`config.mk`:
```
export PLATFORM = sky130hd
export DESIGN_NAME = signal_scramble_flat
export DESIGN_NICKNAME = d
export VERILOG_FILES = /design/src/rtl/signal_scramble_pkg.sv /design/src/rtl/signal_scramble_if.sv /design/src/rtl/signal_scramble.sv /design/src/flat_wrapper.sv
export SDC_FILE = /design/constraint.sdc
export NUM_CORES = 1
export LEC_CHECK = 0
export CAP_MARGIN = 5
export CORE_MARGIN = 3
export CORE_UTILIZATION = 41
export DETAILED_ROUTE_END_ITERATION = 12
export GPL_TIMING_DRIVEN = 0
export PLACE_DENSITY = 0.89
export SETUP_SLACK_MARGIN = 0.4
export SLEW_MARGIN = 25
export SYNTH_ARGS = -nofsm -noshare
export SYNTH_HDL_FRONTEND = slang
export SYNTH_SLANG_ARGS = --single-unit
```
`constraint.sdc`:
```
create_clock -name i_CLK -period 1.55 [get_ports i_CLK]
set_input_delay 0.2325 -clock i_CLK [delete_from_list [all_inputs] [get_ports i_CLK]]
set_output_delay 0.2325 -clock i_CLK [all_outputs]
set_load 0.005 [all_outputs]
```
`src/rtl/signal_scramble_pkg.sv`:
```
// signal_scramble_pkg: shared FFT helpers.
//   fsm_state_e : reorder sequencer states (RUN/FLUSH/DONE)
//   addr_w()    : address width covering the in-place working memory
//                 (input half + output half = 2*FFT_SIZE words)
//   bit_rev()   : reverse the low 'bits' bits of n
// Build option: SCRAMBLE_BYPASS_EN turns bit_rev() into identity
// (masked to 'bits'), giving a straight lower->upper copy.
package signal_scramble_pkg;

  typedef enum logic [1:0] {
    ST_RUN   = 2'd0,
    ST_FLUSH = 2'd1,
    ST_DONE  = 2'd2
  } fsm_state_e;

  function automatic int addr_w(input int fft_size);
    return $clog2(2 * fft_size);
  endfunction

  function automatic logic [31:0] bit_rev(input logic [31:0] n, input int bits);
    logic [31:0] r;
    r = '0;
`ifdef SCRAMBLE_BYPASS_EN
    r = n & ((32'd1 << bits) - 32'd1);
`else
    for (int i = 0; i < 32; i++) begin
      if (i < bits) r[i] = n[bits-1-i];
    end
`endif
    return r;
  endfunction

endpackage

```
`src/rtl/signal_scramble_if.sv`:
```
// signal_scramble_if: memory-side bus of the reorder stage.
//   master : the scramble core (drives read/write requests, takes read data)
//   slave  : the memory side (takes requests, returns read data)
// Signal names follow the core's port naming (o_* driven by the core).
interface signal_scramble_if #(
  parameter int WORD_SIZE = 8,
  parameter int ADDR_SIZE = 4
);
  logic                 o_rden;
  logic                 o_wren;
  logic [ADDR_SIZE-1:0] o_rdaddr_A;
  logic [ADDR_SIZE-1:0] o_rdaddr_B;
  logic [ADDR_SIZE-1:0] o_wraddr_A;
  logic [ADDR_SIZE-1:0] o_wraddr_B;
  logic [WORD_SIZE-1:0] o_wrdata_A;
  logic [WORD_SIZE-1:0] o_wrdata_B;
  logic [WORD_SIZE-1:0] i_rddata_A;
  logic [WORD_SIZE-1:0] i_rddata_B;

  modport master (
    output o_rden, o_wren,
    output o_rdaddr_A, o_rdaddr_B, o_wraddr_A, o_wraddr_B,
    output o_wrdata_A, o_wrdata_B,
    input  i_rddata_A, i_rddata_B
  );

  modport slave (
    input  o_rden, o_wren,
    input  o_rdaddr_A, o_rdaddr_B, o_wraddr_A, o_wraddr_B,
    input  o_wrdata_A, o_wrdata_B,
    output i_rddata_A, i_rddata_B
  );
endinterface

```
`src/rtl/signal_scramble.sv`:
```
// signal_scramble: bit-reversal reorder stage at the head of the FFT.
// Streams FFT_SIZE words out of the lower memory half two per cycle and
// writes each into the upper half at FFT_SIZE + rev(index), then raises
// a sticky done flag.
//   i_CLK   rising-edge clock
//   i_RST   synchronous reset, active-low
//   o_done  reorder complete (sticky until reset)
//   bus     memory bus (read enable/addresses, write enable/addresses/data,
//           read data back); memory runs on inverted i_CLK so read data
//           requested on one edge is valid before the next.
// Build option: SCRAMBLE_BYPASS_EN makes placement a straight copy.
module signal_scramble
  import signal_scramble_pkg::*;
#(
  parameter int WORD_SIZE = 8,
  parameter int FFT_SIZE  = 8,
  parameter int ADDR_SIZE = addr_w(FFT_SIZE)
) (
  input  logic              i_CLK,
  input  logic              i_RST,
  output logic              o_done,
  signal_scramble_if.master bus
);

  localparam int LOG = $clog2(FFT_SIZE);
  // k needs only LOG-1 bits; LOG keeps it non-zero width at FFT_SIZE=2.
  localparam int KW  = LOG;
  localparam logic [KW-1:0] K_LAST = KW'(FFT_SIZE/2 - 1);
  localparam logic [ADDR_SIZE-1:0] UPPER = ADDR_SIZE'(FFT_SIZE);

  fsm_state_e           state_q;
  logic [KW-1:0]        k_q, k_d;
  // vld_pipe_q[0] = read issued this cycle, [1] = write stage valid
  logic [1:0]           vld_pipe_q;
  logic [ADDR_SIZE-1:0] rdaddr_a_q, rdaddr_b_q, rdaddr_a_d, rdaddr_b_d;
  logic [ADDR_SIZE-1:0] wraddr_a_q, wraddr_b_q, wraddr_a_d, wraddr_b_d;
  logic [WORD_SIZE-1:0] wrdata_a_q, wrdata_b_q;
  logic                 done_q;

  assign k_d        = k_q + 1'b1;
  assign rdaddr_a_d = ADDR_SIZE'({k_q, 1'b0});
  assign rdaddr_b_d = ADDR_SIZE'({k_q, 1'b1});
  // Write targets are derived from the read addresses registered last
  // cycle, so they line up with the read data arriving now.
  assign wraddr_a_d = UPPER | ADDR_SIZE'(bit_rev(32'(rdaddr_a_q), LOG));
  assign wraddr_b_d = UPPER | ADDR_SIZE'(bit_rev(32'(rdaddr_b_q), LOG));

  always_ff @(posedge i_CLK) begin
    if (!i_RST) begin
      state_q    <= ST_RUN;
      k_q        <= '0;
      vld_pipe_q <= '0;
      rdaddr_a_q <= '0;
      rdaddr_b_q <= '0;
      wraddr_a_q <= '0;
      wraddr_b_q <= '0;
      wrdata_a_q <= '0;
      wrdata_b_q <= '0;
      done_q     <= 1'b0;
    end else begin
      vld_pipe_q[1] <= vld_pipe_q[0];
      // Write stage only advances behind a valid read; otherwise it holds.
      if (vld_pipe_q[0]) begin
        wraddr_a_q <= wraddr_a_d;
        wraddr_b_q <= wraddr_b_d;
        wrdata_a_q <= bus.i_rddata_A;
        wrdata_b_q <= bus.i_rddata_B;
      end
      case (state_q)
        ST_RUN: begin
          vld_pipe_q[0] <= 1'b1;
          rdaddr_a_q    <= rdaddr_a_d;
          rdaddr_b_q    <= rdaddr_b_d;
          k_q           <= k_d;
          if (k_q == K_LAST) state_q <= ST_FLUSH;
        end
        ST_FLUSH: begin
          // Last pair is in the write stage; no new reads.
          vld_pipe_q[0] <= 1'b0;
          state_q       <= ST_DONE;
        end
        ST_DONE: begin
          vld_pipe_q[0] <= 1'b0;
          done_q        <= 1'b1;
        end
        default: begin
          vld_pipe_q[0] <= 1'b0;
          state_q       <= ST_DONE;
        end
      endcase
    end
  end

  assign bus.o_rden     = vld_pipe_q[0];
  assign bus.o_wren     = vld_pipe_q[1];
  assign bus.o_rdaddr_A = rdaddr_a_q;
  assign bus.o_rdaddr_B = rdaddr_b_q;
  assign bus.o_wraddr_A = wraddr_a_q;
  assign bus.o_wraddr_B = wraddr_b_q;
  assign bus.o_wrdata_A = wrdata_a_q;
  assign bus.o_wrdata_B = wrdata_b_q;
  assign o_done         = done_q;

endmodule

```
`src/flat_wrapper.sv`:
```
// flat-port wrapper written by rule: the top's interface ports become plain ports
module signal_scramble_flat import signal_scramble_pkg::*;
#(
  parameter int WORD_SIZE = 8,
  parameter int FFT_SIZE  = 8,
  parameter int ADDR_SIZE = addr_w(FFT_SIZE)
)
  (i_CLK, i_RST, o_done, bus_o_rden, bus_o_wren, bus_o_rdaddr_A, bus_o_rdaddr_B, bus_o_wraddr_A, bus_o_wraddr_B, bus_o_wrdata_A, bus_o_wrdata_B, bus_i_rddata_A, bus_i_rddata_B);
  signal_scramble_if #(.WORD_SIZE(WORD_SIZE), .ADDR_SIZE(ADDR_SIZE)) bus_i ();
  input  logic i_CLK;
  input  logic i_RST;
  output logic o_done;
  output wire logic [$bits(bus_i.o_rden)-1:0] bus_o_rden;
  output wire logic [$bits(bus_i.o_wren)-1:0] bus_o_wren;
  output wire logic [$bits(bus_i.o_rdaddr_A)-1:0] bus_o_rdaddr_A;
  output wire logic [$bits(bus_i.o_rdaddr_B)-1:0] bus_o_rdaddr_B;
  output wire logic [$bits(bus_i.o_wraddr_A)-1:0] bus_o_wraddr_A;
  output wire logic [$bits(bus_i.o_wraddr_B)-1:0] bus_o_wraddr_B;
  output wire logic [$bits(bus_i.o_wrdata_A)-1:0] bus_o_wrdata_A;
  output wire logic [$bits(bus_i.o_wrdata_B)-1:0] bus_o_wrdata_B;
  input wire logic [$bits(bus_i.i_rddata_A)-1:0] bus_i_rddata_A;
  input wire logic [$bits(bus_i.i_rddata_B)-1:0] bus_i_rddata_B;
  assign bus_o_rden = bus_i.o_rden;
  assign bus_o_wren = bus_i.o_wren;
  assign bus_o_rdaddr_A = bus_i.o_rdaddr_A;
  assign bus_o_rdaddr_B = bus_i.o_rdaddr_B;
  assign bus_o_wraddr_A = bus_i.o_wraddr_A;
  assign bus_o_wraddr_B = bus_i.o_wraddr_B;
  assign bus_o_wrdata_A = bus_i.o_wrdata_A;
  assign bus_o_wrdata_B = bus_i.o_wrdata_B;
  assign bus_i.i_rddata_A = bus_i_rddata_A;
  assign bus_i.i_rddata_B = bus_i_rddata_B;
  signal_scramble #(.WORD_SIZE(WORD_SIZE), .FFT_SIZE(FFT_SIZE), .ADDR_SIZE(ADDR_SIZE)) u_core (.i_CLK(i_CLK), .i_RST(i_RST), .o_done(o_done), .bus(bus_i));
endmodule
```
# Yosys cells after proc, flatten, opt, wreduce, memory -nomap -nowiden
# Index checks and enable logic that the tools add are counted.
# W data, S select, Z words.
# totals
elab_cells,20
output_inout_bits,35
register_bits,38
input_bits,18
# op_classes
n_mux,3
n_bitwise,1
n_eq_ne,3
add_sub_neg,1
n_reduce_logical,2
# ops
operator,count
$pmux W2 S2,1
$add A3 B1 Y3 const B,1
$eq A3 B2 Y1 const B,1
$eq A2 B2 Y1 const B,1
$logic_not A2 Y1,1
$mux W2,1
$ne A2 B1 Y1 const B,1
$reduce_and A2 Y1,1
$mux W1,1
$not A1 Y1,1

# Logic depth before layout (Yosys ltp)
# depth
word_depth,3
mapped_depth,4
depth_no_buf,4

# Worst setup path before layout
# OpenSTA, ideal clock, no wires.
# synth_path
path_type,reg2reg
start,reg u_core.k_q[0]
end,reg u_core.k_q[2]
arrival_time_ns,1.243
synth_period_minus_slack_ns,1.318
n_path_buf,0
slack_ns,0.232
stages_incl_launch_ff,5
required_ns,1.476
setup_time_ns,0.074
path_cell_list,dfxtp_1 -> ha_1 -> ha_1 -> or4b_1 -> o21ai_0
# synth_via
elab_chain_cells,1
# synth_lines
element,line_no,text
from (decl),signal_scramble.sv:32,"logic [KW-1:0] k_q, k_d;"
from (signal assigned),signal_scramble.sv:74,k_q <= k_d;
$add A3 B1 Y3,signal_scramble.sv:40,assign k_d = k_q + 1'b1;
# No other way between the ends.
# A chain may end at the register's enable or synchronous reset.

# Worst setup path after layout
# Ends and elaborated chain as after synthesis.

==> flow_metrics.py <==
metrics = {
    "outcome": {
        "status": "completed",
    },
    "worst_setup_path": {
        "cp_max_fo": 2,
        "required_ps": 1820,
        "crit_type": "reg -> reg",
        "critPathLaunchType": "flip-flop",
        "crit_path_end_kind": "flip-flop",
        "crit_arrival_ps": 1580,
    },
    "floorplanning": {
        "num_rows": 19,
        "core_area_um2": 2805,
        "initial_utilization": 0.4389,
        "dieArea_um2": 3697,
        "die_x_um": 60.80,
        "io_pins": 53,
        "die_h_um": 60.80,
    },
    "synth": {
        "syn_area_um2": 1231,
        "syn_inst": 112,
        "yosys.area.top_type_share": 0.5203,
        "syn_area_per_cell_um2": 10.99,
        "synth_seq_cells": 32,
        "synth.distinct_cells": 17,
        "yosys.area.top_type": "dfxtp_1",
        "synthTopCellsByArea": "dfxtp_1 52%, mux2i_1 19%, nor2b_1 11%",
        "yosysSeqAreaShare": 0.5203,
        "yosysWarnings": 0,
    },
    "clocking": {
        "ctsLongestPathBuffers": 2,
        "clock-root-buffer": "clkbuf_4",
        "cts_buffers": 5,
        "hold_buffers": 0,
        "htreeDepth": 2,
        "clock_sinks": 32,
        "clock_latency_ps": 320,
        "cts_tree": "built",
        "clkSlewWorstSetupHoldPaths_ps": 100,
    },
    "global_route": {
        "gr-usage-met3": 0.07021,
        "grt_util_met2": 0.3237,
        "grt_use_total": 0.1745,
        "grt_pass1_wl_um": 4733,
        "grt_overflow": 0,
        "busiest_layer": "met2",
        "antenna_found_initial": 0,
        "grt_max_degree": 11,
        "grt_pass1_vias": 1050,
        "met1_usage": 0.1847,
    },
    "hold_path": {
        "min_path_type": "reg -> reg",
    },
    "place": {
        "portBuffers": 50,
        "place_hpwl_um": 2075,
        "place_inst": 194,
        "gp_congestion": 0.7088,
    },
    "cells_and_area": {
        "area_growth_pct": 64.23,
        "multi_input_area_um2": 535.5,
        "drive_gt1_frac": 0.4324,
        "final-seq-area_um2": 675.6,
        "diodes": 0,
        "nets": 204,
        "final_cell_count_no_fill": 216,
        "fillers": 190,
    },
    "sta": {
        "rsz0062_at_grt": "true",
        "fmax_mhz": 760.2,
        "setup_tns_ps": 0,
        "finalCritPeriodShare": 0.8487,
        "whs_ps": 462.0,
        "fin_crit_ps": 1315,
        "timing_hold_violations_final": 0,
        "drv_slew": 0,
        "fin_skew_ps": 4.139,
        "setup_viol": 0,
    },
    "route": {
        "dr.pass1.iters": 2,
        "wirelength_um": 3010,
        "routed_via_density": 4.718,
        "drt_iter0_drc": 7,
        "ant_nets": 0,
        "drc": 0,
        "vias": 1019,
        "wire_per_inst_um": 13.94,
    },
    "power_and_ir_drop": {
        "p_leak_nw": 0.9250,
        "power.total_mw": 1.936,
        "powerDensity_nw_per_um2": 957.3,
        "ir_worst_vdd_uv": 691.7,
    },
    "job": {
        "max_cap_viol_count": 0,
    },
}
==> Yosys cell counts <==
master	count
dfxtp_1	32
mux2i_1	23
nor2b_1	21
buf_4	10
nand2_1	7
o21a_1	3
and2_1	2
clkbuf_1	2
ha_1	2
o21ai_0	2
or4b_1	2
and3_1	1
buf_2	1
clkbuf_2	1
conb_1	1
inv_1	1
nor2_2	1
==> flip-flops by register name, indices dropped and copies added (netlist names) <==
register,cells
u_core.bus.o_wrdata_A,8
u_core.bus.o_wrdata_B,8
u_core.bus.o_rdaddr_B,4
u_core.bus.o_wraddr_B,4
u_core.k_q,3
u_core.state_q,2
u_core.vld_pipe_q,2
u_core.o_done,1
==> final cells by class <==
type	count	share of cell area
multi-input combinational	66	0.2649
tap	31	0.01918
clock buffer	8	0.02908
timing repair buffer	64	0.2921
buffer	14	0.05879
inverter	1	0.001856
sequential	32	0.3342
==> cell families after synthesis <==
logic type | share of synthesized area
AOI/OAI and AO/OA | 0.02642
adders and majority gates | 0.02032
buffers and inverters | 0.07824
DFF | 0.5203
muxes | 0.1870
other | 0.003046
and+or+nand+nor | 0.1646
==> metrics by stage <==
stage | utilization | worst slack (ps) | instance area [um2]
floorplan | - | 257.2 | 1237
global placement | 0.6334 | 148.6 | 1777
finish | 0.7208 | 234.6 | 2022
CTS | 0.7029 | 159.7 | 1972
detailed placement | 0.6334 | 78.64 | 1777
global route | 0.7208 | 202.9 | 2022
==> repair_timing <==
| action | CTS | global route |
|---|---|---|
| endpoints found under the setup margin | 34 | 49 |
| setup buffers | 12 | 2 |
| endpoints found under the hold margin | 0 | 0 |
| pin swaps | 2 | 2 |
| resized for setup | 93 | 46 |
==> final timing paths <==
check | startpoint | to | slack, ps | cells past startpoint
worst min register to register | u_core.o_done | u_core.o_done | 460 | 1
worst min-delay path | u_core.o_done | u_core.o_done | 460 | 1
worst max-delay path | u_core.k_q[0] | u_core.k_q[2] | 230 | 4
worst max register to register | u_core.k_q[0] | u_core.k_q[2] | 230 | 4
==> report_power, final <==
group / internal (mW) / total (mW) / switching, mW
combinational: 0.306 / 0.482 / 0.176
sequential: 0.909 / 0.960 / 0.0510
clock: 0.224 / 0.493 / 0.269
total: 1.44 / 1.94 / 0.496
==> critical path, cell delays in order, from the launching register on <==
cell and delay [ps]:
dfxtp_2 350, ha_4 160, ha_4 200, or4b_4 480, o21ai_2 70
==> cell usage in the layout (no fill, tap or decap) <==
cell,count
buf_2,2
o21ai_0,1
clkbuf_8,1
nor2_4,1
nor2b_1,21
nand2_1,7
o21ai_2,1
clkbuf_2,9
dfxtp_2,28
buf_4,11
and3_1,1
dfxtp_1,4
conb_1,2
clkbuf_1,4
and2_1,2
clkdlybuf4s15_1,18
clkbuf_4,5
or4b_4,1
ha_4,2
o21a_1,3
buf_6,19
mux2i_1,23
or4b_1,1
inv_1,1
clkdlybuf4s50_1,17
==> routing by layer <==
| layer | vias to the layer above | wire (um) |
|---|---|---|
| li1 | 504 | - |
| met1 | 477 | 1178 |
| met2 | 33 | 1596 |
| met3 | 5 | 208 |
| met4 | 0 | 27 |
| met5 | - | 0 |
Note: power is estimated with default switching activity, not from simulation.
